--- src/rtl/serializador_pkg.sv ---
// Shared types and sizing helpers for the serializador_entrada block.
package serializador_pkg;

   // FSM state encoding, exported on the estado debug port.
   typedef enum logic [1:0] {
      OCIOSO    = 2'd0,
      DESLOCA   = 2'd1,
      INTERVALO = 2'd2
   } estado_t;

   // Gap counter covers GAP values 0..15.
   localparam int unsigned LarguraIntervalo = 4;

   // Bit counter width for a word of the given length (at least one bit).
   function automatic int unsigned largura_bits(input int unsigned largura);
      return (largura > 1) ? $clog2(largura) : 1;
   endfunction

endpackage

--- src/rtl/registrador_deslocamento.sv ---
// Parallel-load shift register; serial_out always shows the next bit to send.
module registrador_deslocamento #(
   parameter int unsigned WIDTH     = 8,
   parameter bit          MSB_FIRST = 1'b1
) (
   input  logic             clock,
   input  logic             reset,
   input  logic             carga,
   input  logic             desloca,
   input  logic [WIDTH-1:0] entrada_paralela,
   output logic             saida_serial
);

   logic [WIDTH-1:0] dados_q, dados_d;

   // Load has priority over shift; the vacated end fills with zero.
   always_comb begin
      dados_d = dados_q;
      if (carga) begin
         dados_d = entrada_paralela;
      end else if (desloca) begin
         if (MSB_FIRST) begin
            dados_d = {dados_q[WIDTH-2:0], 1'b0};
         end else begin
            dados_d = {1'b0, dados_q[WIDTH-1:1]};
         end
      end
   end

   // Register with synchronous active-low clear.
   always_ff @(posedge clock) begin
      if (!reset) begin
         dados_q <= '0;
      end else begin
         dados_q <= dados_d;
      end
   end

   // Head of the register is the bit currently on the line.
   always_comb begin
      saida_serial = MSB_FIRST ? dados_q[WIDTH-1] : dados_q[0];
   end

endmodule

--- src/rtl/serializador_entrada.sv ---
// Word-to-bit serializer feeding the SM1 detector, with optional idle gap between words.
module serializador_entrada
   import serializador_pkg::*;
#(
   parameter int unsigned WIDTH      = 8,
   parameter bit          MSB_FIRST  = 1'b1,
   parameter int unsigned GAP        = 0,
   parameter bit          IDLE_LEVEL = 1'b0
) (
   input  logic             clock,
   input  logic             reset,
   input  logic [WIDTH-1:0] dado,
   input  logic             dado_valido,
   output logic             pronto,
   output logic             saida_serial,
   output logic             serial_valido,
   output logic [1:0]       estado,
   output logic [15:0]      contagem_palavras
);

   localparam int unsigned LarguraBits = largura_bits(WIDTH);
   localparam logic [LarguraBits-1:0] UltimoBit = LarguraBits'(WIDTH - 1);
   localparam logic [LarguraIntervalo-1:0] UltimoIntervalo =
      LarguraIntervalo'((GAP > 0) ? GAP - 1 : 0);

   estado_t                     estado_q, estado_d;
   logic [LarguraBits-1:0]      bit_q, bit_d;
   logic [LarguraIntervalo-1:0] intervalo_q, intervalo_d;
   logic [15:0]                 contagem_q, contagem_d;
   logic                        ultimo_bit;
   logic                        transferencia;
   logic                        carga;
   logic                        desloca;
   logic                        bit_serial;

   registrador_deslocamento #(
      .WIDTH     (WIDTH),
      .MSB_FIRST (MSB_FIRST)
   ) u_registrador (
      .clock            (clock),
      .reset            (reset),
      .carga            (carga),
      .desloca          (desloca),
      .entrada_paralela (dado),
      .saida_serial     (bit_serial)
   );

   // Handshake: ready when idle, or on the final bit when words may run back-to-back.
   always_comb begin
      ultimo_bit    = (estado_q == DESLOCA) && (bit_q == UltimoBit);
      pronto        = reset && ((estado_q == OCIOSO) || ((GAP == 0) && ultimo_bit));
      transferencia = dado_valido && pronto;
   end

   // State register.
   always_ff @(posedge clock) begin
      if (!reset) begin
         estado_q <= OCIOSO;
      end else begin
         estado_q <= estado_d;
      end
   end

   // Next-state logic; any unused encoding falls back to OCIOSO.
   always_comb begin
      estado_d = estado_q;
      case (estado_q)
         OCIOSO: begin
            if (transferencia) estado_d = DESLOCA;
         end
         DESLOCA: begin
            if (ultimo_bit) begin
               if (GAP > 0)            estado_d = INTERVALO;
               else if (transferencia) estado_d = DESLOCA;
               else                    estado_d = OCIOSO;
            end
         end
         INTERVALO: begin
            if (intervalo_q == UltimoIntervalo) estado_d = OCIOSO;
         end
         default: estado_d = OCIOSO;
      endcase
   end

   // Bit, gap and word counters plus shift-register control.
   always_comb begin
      bit_d       = bit_q;
      intervalo_d = intervalo_q;
      contagem_d  = contagem_q;
      carga       = transferencia;
      desloca     = 1'b0;
      case (estado_q)
         DESLOCA: begin
            if (ultimo_bit) begin
               bit_d       = '0;
               intervalo_d = '0;
               contagem_d  = contagem_q + 16'd1;
            end else begin
               bit_d   = bit_q + 1'b1;
               desloca = 1'b1;
            end
         end
         INTERVALO: begin
            intervalo_d = intervalo_q + 1'b1;
         end
         default: begin
            bit_d       = '0;
            intervalo_d = '0;
         end
      endcase
   end

   // Counter registers; a reset mid-word drops the partial word uncounted.
   always_ff @(posedge clock) begin
      if (!reset) begin
         bit_q       <= '0;
         intervalo_q <= '0;
         contagem_q  <= '0;
      end else begin
         bit_q       <= bit_d;
         intervalo_q <= intervalo_d;
         contagem_q  <= contagem_d;
      end
   end

   // Outputs decoded from registered state only.
   always_comb begin
      serial_valido     = (estado_q == DESLOCA);
      saida_serial      = (estado_q == DESLOCA) ? bit_serial : IDLE_LEVEL;
      estado            = estado_q;
      contagem_palavras = contagem_q;
   end

endmodule

--- config.mk ---
export PLATFORM = sky130hd
export DESIGN_NAME = serializador_entrada
export DESIGN_NICKNAME = d
export VERILOG_FILES = /design/src/rtl/serializador_pkg.sv /design/src/rtl/registrador_deslocamento.sv /design/src/rtl/serializador_entrada.sv
export SDC_FILE = /design/constraint.sdc
export NUM_CORES = 1
export LEC_CHECK = 0
export BUFFER_PORTS_ARGS = -buffer_cell sky130_fd_sc_hd__buf_2
export CORE_MARGIN = 4
export CORE_UTILIZATION = 54
export CTS_BUF_LIST = sky130_fd_sc_hd__clkbuf_4 sky130_fd_sc_hd__clkbuf_8
export DETAILED_ROUTE_END_ITERATION = 12
export GPL_ROUTABILITY_DRIVEN = 0
export HOLD_SLACK_MARGIN = 0.03
export PLACE_DENSITY = 0.81
export SYNTH_ARGS = -nofsm -noshare
export SYNTH_HDL_FRONTEND = slang
export SYNTH_HIERARCHICAL = 1
export SYNTH_SLANG_ARGS = --single-unit
export TNS_END_PERCENT = 10
--- constraint.sdc ---
create_clock -name clock -period 2.4 [get_ports clock]
set_input_delay 0 -clock clock [delete_from_list [all_inputs] [get_ports clock]]
set_output_delay 0 -clock clock [all_outputs]
set_load 0.005 [all_outputs]
==> impl_metrics.ini, run 1 <==
[floorplanning]
ios = 32
die_h_um = 57.4
die_width_um = 57.4
coreArea_um2 = 2280
start_util = 0.579
rows = 17
dieArea_um2 = 3290

[pwr]
ir_drop_mv = 0.470
p_leak_nw = 0.799
power_density_nw_per_um2 = 543
power_mw = 0.876

[cells_and_area]
final_cell_mix = buf_2 (30), dfxtp_1 (28), nor2_1 (13), dlygate4sd3_1 (10)
seqCellArea_um2 = 561
final_nets = 190
num_antenna_cells = 0
fillers = 174
layout_commonest_cell = buf_2
multi_input_area_um2 = 696
stdcell_count = 203
drive_gt1_frac = 0.257
syn2layout_area_growth_pct = 22.4
fin_util = 0.709

[clocking]
cts_setup_buffers = 0
cts_sinks = 28
cts_buffers = 3
path_clk_slew_ps = 160
cts_htree_levels = 1
clk_latency_ps = 330
cts_tree = yes
ctsResizeCount = 0
hold_buffers = 10
cts_root_buf = clkbuf_4
cts_buffer_depth = 2

[global_route]
gr-total-overflow = 0
grt_antenna_before_repair = 0
grt_first_pass_wirelength_mm = 4.67
grt_pass1_vias = 1066
grt_max_degree = 18
grt_util_all_layers = 0.175

[sta]
hold_violations = 0
fin_crit_ps = 2020
relSlewSlack = 0.647
hold_ws_ps = 415
worst_pin_slew_ps = 529
maxSlewViolCount = 0
clock_skew_ps = 11.6
fin_tns_setup_ps = 0
setup_viol = 0
rsz0062_at_grt = false
timing.fmax_ghz = 0.496
fin_crit_sh = 0.841

[routing]
drtAntennaViolNets = 0
wl_mm = 2.63
drc_errors = 0
viasPerCell = 5.36
first_pass_iters = 4
via_count = 1089
wire_per_inst_um = 12.9
drt-initial-drc-count = 35

[worst_setup_path]
r2r_start = bit_q[0]$_SDFF_PP0_
rr_worst_depth = 7
start_kind = flip-flop
required_ps = 2670
reg2reg_slack_ps = 380
crit_start = bit_q[0]$_SDFF_PP0_
arrival_ps = 2290
end_kind = flip-flop
worstSetupPathType = flip-flop to flip-flop
cp-endpoint = u_registrador/dados_q[0]$_SDFFE_PN0P_
r2r_end = u_registrador/dados_q[0]$_SDFFE_PN0P_
critPathMaxFanout = 16

[yosys]
synth_nets = 151
synth.avg_cell_area_um2 = 9.62
synth_top_cell_by_area = dfxtp_1
ys_seq_elements = 28
synth_top_area_frac = 0.425
ys_warn_count = 6
synthTopCellsByArea = dfxtp_1 (43%), mux2_4 (8.0%), xor2_1 (6.0%), o211a_1 (5.3%), nor2_1 (3.7%)
synthCells = 137
ys_types = 29
syn_area_um2 = 1320
ys_seq_area_frac = 0.425

[job]
max_cap_viol_count = 0

[place]
hpwl_mm = 1.80
placedCellCount = 189
numPortBuffers = 30

[worst_hold_path]
hold_path_class = input port to flip-flop

[run_status]
outcome = finished clean
report_power, final:
group / internal (mW) / leakage, nW / switching, mW / total [mW]
sequential: 0.477 / 0.227 / 0.00776 / 0.484
combinational: 0.0483 / 0.544 / 0.0320 / 0.0803
clock: 0.169 / 0.0279 / 0.142 / 0.311
Yosys cell counts:
cell type and n:
buf_6 2, and3_2 1, buf_1 1, buf_4 3
buf_2 1, clkinv_1 1, xor2_1 9, a21oi_1 7
and3_1 4, or3b_1 1, ha_1 3, clkbuf_1 1
nor2b_1 1, conb_1 1, or4b_1 1, and2_1 4
o21ai_0 6, nand3_1 9, nand2b_1 7, dfxtp_1 28
nand4_1 4, nand2_4 1, or3_1 5, nor2_1 13
a21boi_1 1, o211a_1 7, mux2_4 7, nand2_1 6
and4_1 2
worst min path at each step:
stage / start / to / slack (ps) / depth (start not counted)
3_5_place_dp: dado_valido / estado[0]$_SDFFE_PN0P_ / 230 / 3
4_1_cts: dado_valido / estado[0]$_SDFFE_PN0P_ / 400 / 4
3_3_place_gp: dado_valido / estado[0]$_SDFFE_PN0P_ / 230 / 3
5_1_grt: dado_valido / estado[0]$_SDFFE_PN0P_ / 440 / 4
6_report: dado_valido / estado[0]$_SDFFE_PN0P_ / 410 / 4
2_1_floorplan: reset / bit_q[0]$_SDFF_PP0_ / 110 / 2
registers in the layout (all words and copies together), names as in the netlist:
register,count
bit_q,3
u_registrador/dados_q,8
estado,1
contagem_palavras,16
critical path, stage by stage, from the launching register on:
cell	delay [ps]
dfxtp_1	350
ha_1	190
ha_1	240
nor2b_1	190
nor2_1	80
and2_1	330
or3b_1	440
a21boi_1	140
kinds of logic after synthesis:
| family | Yosys count | synth area share |
|---|---|---|
| AO/OA/AOI/OAI | 21 | 0.108 |
| XOR/XNOR | 9 | 0.0598 |
| adder cells (fa/ha/maj) | 3 | 0.0285 |
| buffers and inverters | 9 | 0.0465 |
| flip-flops | 28 | 0.425 |
| multiplexers | 7 | 0.0798 |
| other | 1 | 0.00285 |
| AND/OR/NAND/NOR | 59 | 0.249 |
stage by stage:
stage	setup slack, ps	instance area [um2]
global placement	527	1460
floorplan	539	1320
CTS	389	1610
finish	382	1610
detailed placement	440	1460
global route	227	1610
layout make-up:
class	instances	share of cell area
Multi-Input combinational cell	100	0.431
Tap cell	28	0.0217
Timing Repair Buffer	42	0.164
Sequential cell	28	0.348
Clock inverter	1	0.0186
Clock buffer	3	0.0140
Inverter	1	0.00233
per-layer routing:
layer  up-vias  routed length, um  GRT usage
li1        556                  -          -
met1       504               1200      0.219
met2        25               1260      0.305
met3         4                129     0.0385
met4         0                 32     0.0397
met5         -                  0          0
Note: power is estimated with default switching activity, not from simulation.
==> run 2: changes to the inputs <==
--- a/config.mk
+++ b/config.mk
@@ -5,9 +5,10 @@
 export SDC_FILE = /design/constraint.sdc
 export NUM_CORES = 1
 export LEC_CHECK = 0
+export ABC_AREA = 1
 export BUFFER_PORTS_ARGS = -buffer_cell sky130_fd_sc_hd__buf_2
 export CORE_MARGIN = 4
-export CORE_UTILIZATION = 54
+export CORE_UTILIZATION = 55
 export CTS_BUF_LIST = sky130_fd_sc_hd__clkbuf_4 sky130_fd_sc_hd__clkbuf_8
 export DETAILED_ROUTE_END_ITERATION = 12
 export GPL_ROUTABILITY_DRIVEN = 0
==> constraint.sdc (replaced) <==
create_clock -name clock -period 2 [get_ports clock]
set_input_delay 0 -clock clock [delete_from_list [all_inputs] [get_ports clock]]
set_output_delay 0 -clock clock [all_outputs]
set_load 0.005 [all_outputs]
==> run 2 against run 1 <==
Compared with the run above:
- total power grew 9.1%
- sequential share of layout area shrank 2.1 points
- flip-flop and latch count unchanged
- final area is 6.3% higher
- wire length increased by 7.8%
- register-to-register slack improved by 40 ps
- via count is 25% higher
- combinational power grew 26%
- first-iteration DRC count grew 63%
- synthesized area grew 6.7%
- critical path type is now flip-flop to output pin
- critical endpoint is now pronto
==> impl_metrics.ini, run 2 <==
[run_status]
outcome = finished clean

[yosys]
synth_most_common_cell = nand2_1
syn_area_um2 = 1410
ys_seq_elements = 28
ys_types = 23
synth-async-reset-ratio = 0
ys_seq_area_frac = 0.399
synth_commonest_cells = nand2_1 (63), nor2_1 (31), dfxtp_1 (28), inv_1 (28), nand3_1 (15)
synth.avg_cell_area_um2 = 6.63
synth_top_cell_by_area = dfxtp_1
synth_edf_count = 0
synthTopCellsByArea = dfxtp_1 (40%), nand2_1 (17%), nor2_1 (8.3%), inv_1 (7.5%), nand3_1 (5.3%)
synth_flop_cell = dfxtp_1
synth_top_area_frac = 0.399
synthCells = 212
ys_warn_count = 6
synth_nets = 226

[worst_setup_path]
arrival_ps = 1590
start_kind = flip-flop
critPathMaxFanout = 10
end_kind = output pin
cp-endpoint = pronto
r2r_start = bit_q[0]$_SDFF_PP0_
rr_worst_depth = 10
reg2reg_slack_ps = 420
crit_start = bit_q[0]$_SDFF_PP0_
required_ps = 2000
worstSetupPathType = flip-flop to output pin
r2r_end = u_registrador/dados_q[7]$_SDFFE_PN0P_

[cells_and_area]
final_design_area_no_fill_um2 = 1710
fin_util = 0.698
final_cell_mix = nand2_1 (63), nor2_1 (31), buf_2 (30), inv_1 (28), dfxtp_1 (28)
drive_gt1_frac = 0.193
num_antenna_cells = 0
layout_commonest_cell = nand2_1
largest_register_ffs = 16
stdcell_count = 284
syn2layout_area_growth_pct = 21.9
final_nets = 269

[global_route]
grt_first_pass_wirelength_mm = 4.83
grt_max_degree = 23
gr-total-overflow = 0
grt_pass1_vias = 1125
grt_util_all_layers = 0.177
grt_antenna_before_repair = 0

[clocking]
cts_setup_buffers = 0
path_clk_slew_ps = 150
cts_htree_levels = 1
cts_tree = yes
cts_buffer_depth = 2
cts_buffers = 3
clk_latency_ps = 320
cts_root_buf = clkbuf_4
cts_sinks = 28
ctsResizeCount = 0

[floorplanning]
coreArea_um2 = 2450
rows = 18
die_h_um = 58.6
start_util = 0.573
dieArea_um2 = 3430
ios = 32
die_width_um = 58.6

[routing]
wl_mm = 2.83
via_count = 1359
drc_errors = 0
drtAntennaViolNets = 0
drt-initial-drc-count = 57
first_pass_iters = 4
viasPerCell = 4.79
wire_per_inst_um = 9.97

[place]
hpwl_mm = 2.06
placedCellCount = 270
numPortBuffers = 30
post-place-ws_ps = 473
place_area_um2 = 1580

[pwr]
power_switching_mw = 0.226
comb_power_share = 0.106
p_leak_nw = 0.832
intPower_mw = 0.729
ir_drop_mv = 0.419
seqPwrFrac = 0.605
power_density_nw_per_um2 = 557
clkPwrFrac = 0.289
power_mw = 0.955
swShare = 0.237

[sta]
maxSlewViolCount = 0
rsz0062_at_grt = false
timing.fmax_ghz = 0.629
fin_crit_ps = 1590
hold_ws_ps = 441
finalWorstSetupSlack_ps = 411
setup_viol = 0
hold_violations = 0
fin_crit_sh = 0.795
clock_skew_ps = 4.49
fin_tns_setup_ps = 0

[worst_hold_path]
hold_path_class = flip-flop to flip-flop
hp-start = bit_q[0]$_SDFF_PP0_

[job]
max_cap_viol_count = 0
[run 2: cell types whose count changed after synthesis, moves of 7 or more]
cell | before | now
o211a_1 | 7 | 0
xor2_1 | 9 | 0
mux2_4 | 7 | 0
nor2_1 | 13 | 31
nand2b_1 | 7 | 0
nand2_1 | 6 | 63
inv_1 | 0 | 28
[run 2: how the worst min path moves through the flow]
stage                                                  endpoint  slack (ps)  depth (start not counted)
final                                       bit_q[0]$_SDFF_PP0_         440                          1
after global routing                        bit_q[0]$_SDFF_PP0_         470                          1
after CTS                                   bit_q[0]$_SDFF_PP0_         450                          1
after detailed placement  u_registrador/dados_q[0]$_SDFFE_PN0P_         280                          3
after global placement    u_registrador/dados_q[0]$_SDFFE_PN0P_         270                          3
after floorplan           u_registrador/dados_q[1]$_SDFFE_PN0P_         100                          2
[run 2: layer usage]
metal	track usage	vias to the layer above	routed length [um]
met5	0	-	0
met4	0.0662	0	0
met3	0.0197	0	137
met2	0.281	28	1250
met1	0.246	595	1440
li1	-	736	-
[run 2: area by class of cell]
type / instances / area (um2)
Inverter: 30 / 113
Multi-Input combinational cell: 149 / 694
Fill cell: 225 / 741
Timing Repair Buffer: 43 / 273
Clock buffer: 4 / 36.3
Tap cell: 30 / 37.5
Sequential cell: 28 / 561
[run 2: repair_timing]
action / in CTS / in global routing
hold buffers: 10 / 0
setup endpoints to repair: 0 / 0
endpoints found under the hold margin: 10 / 0
[run 2: power groups by stage]
stage	clock, mW	combinational (mW)	sequential, mW
detailed placement	0	0.0856	0.590
global route	0.308	0.115	0.580
global placement	0	0.0840	0.590
CTS	0.287	0.101	0.578
floorplan	0	0.0609	0.589
finish	0.276	0.101	0.578
[run 2: cells by family (layout without fill, tap and decap cells)]
group                      Yosys count  in the layout  synth area share
AOI/OAI and AO/OA                   20             20            0.0774
and+or+nand+nor                    125            125             0.387
buffers and inverters               35             77             0.108
other                                1              1           0.00267
DFF                                 28             28             0.399
adders and majority gates            3              3            0.0267
[run 2: worst max-delay path, stage by stage (launching register included)]
cell	delay, ps
dfxtp_1	350
ha_1	200
ha_1	200
nor2_1	140
buf_4	220
nor2_1	50
buf_2	120
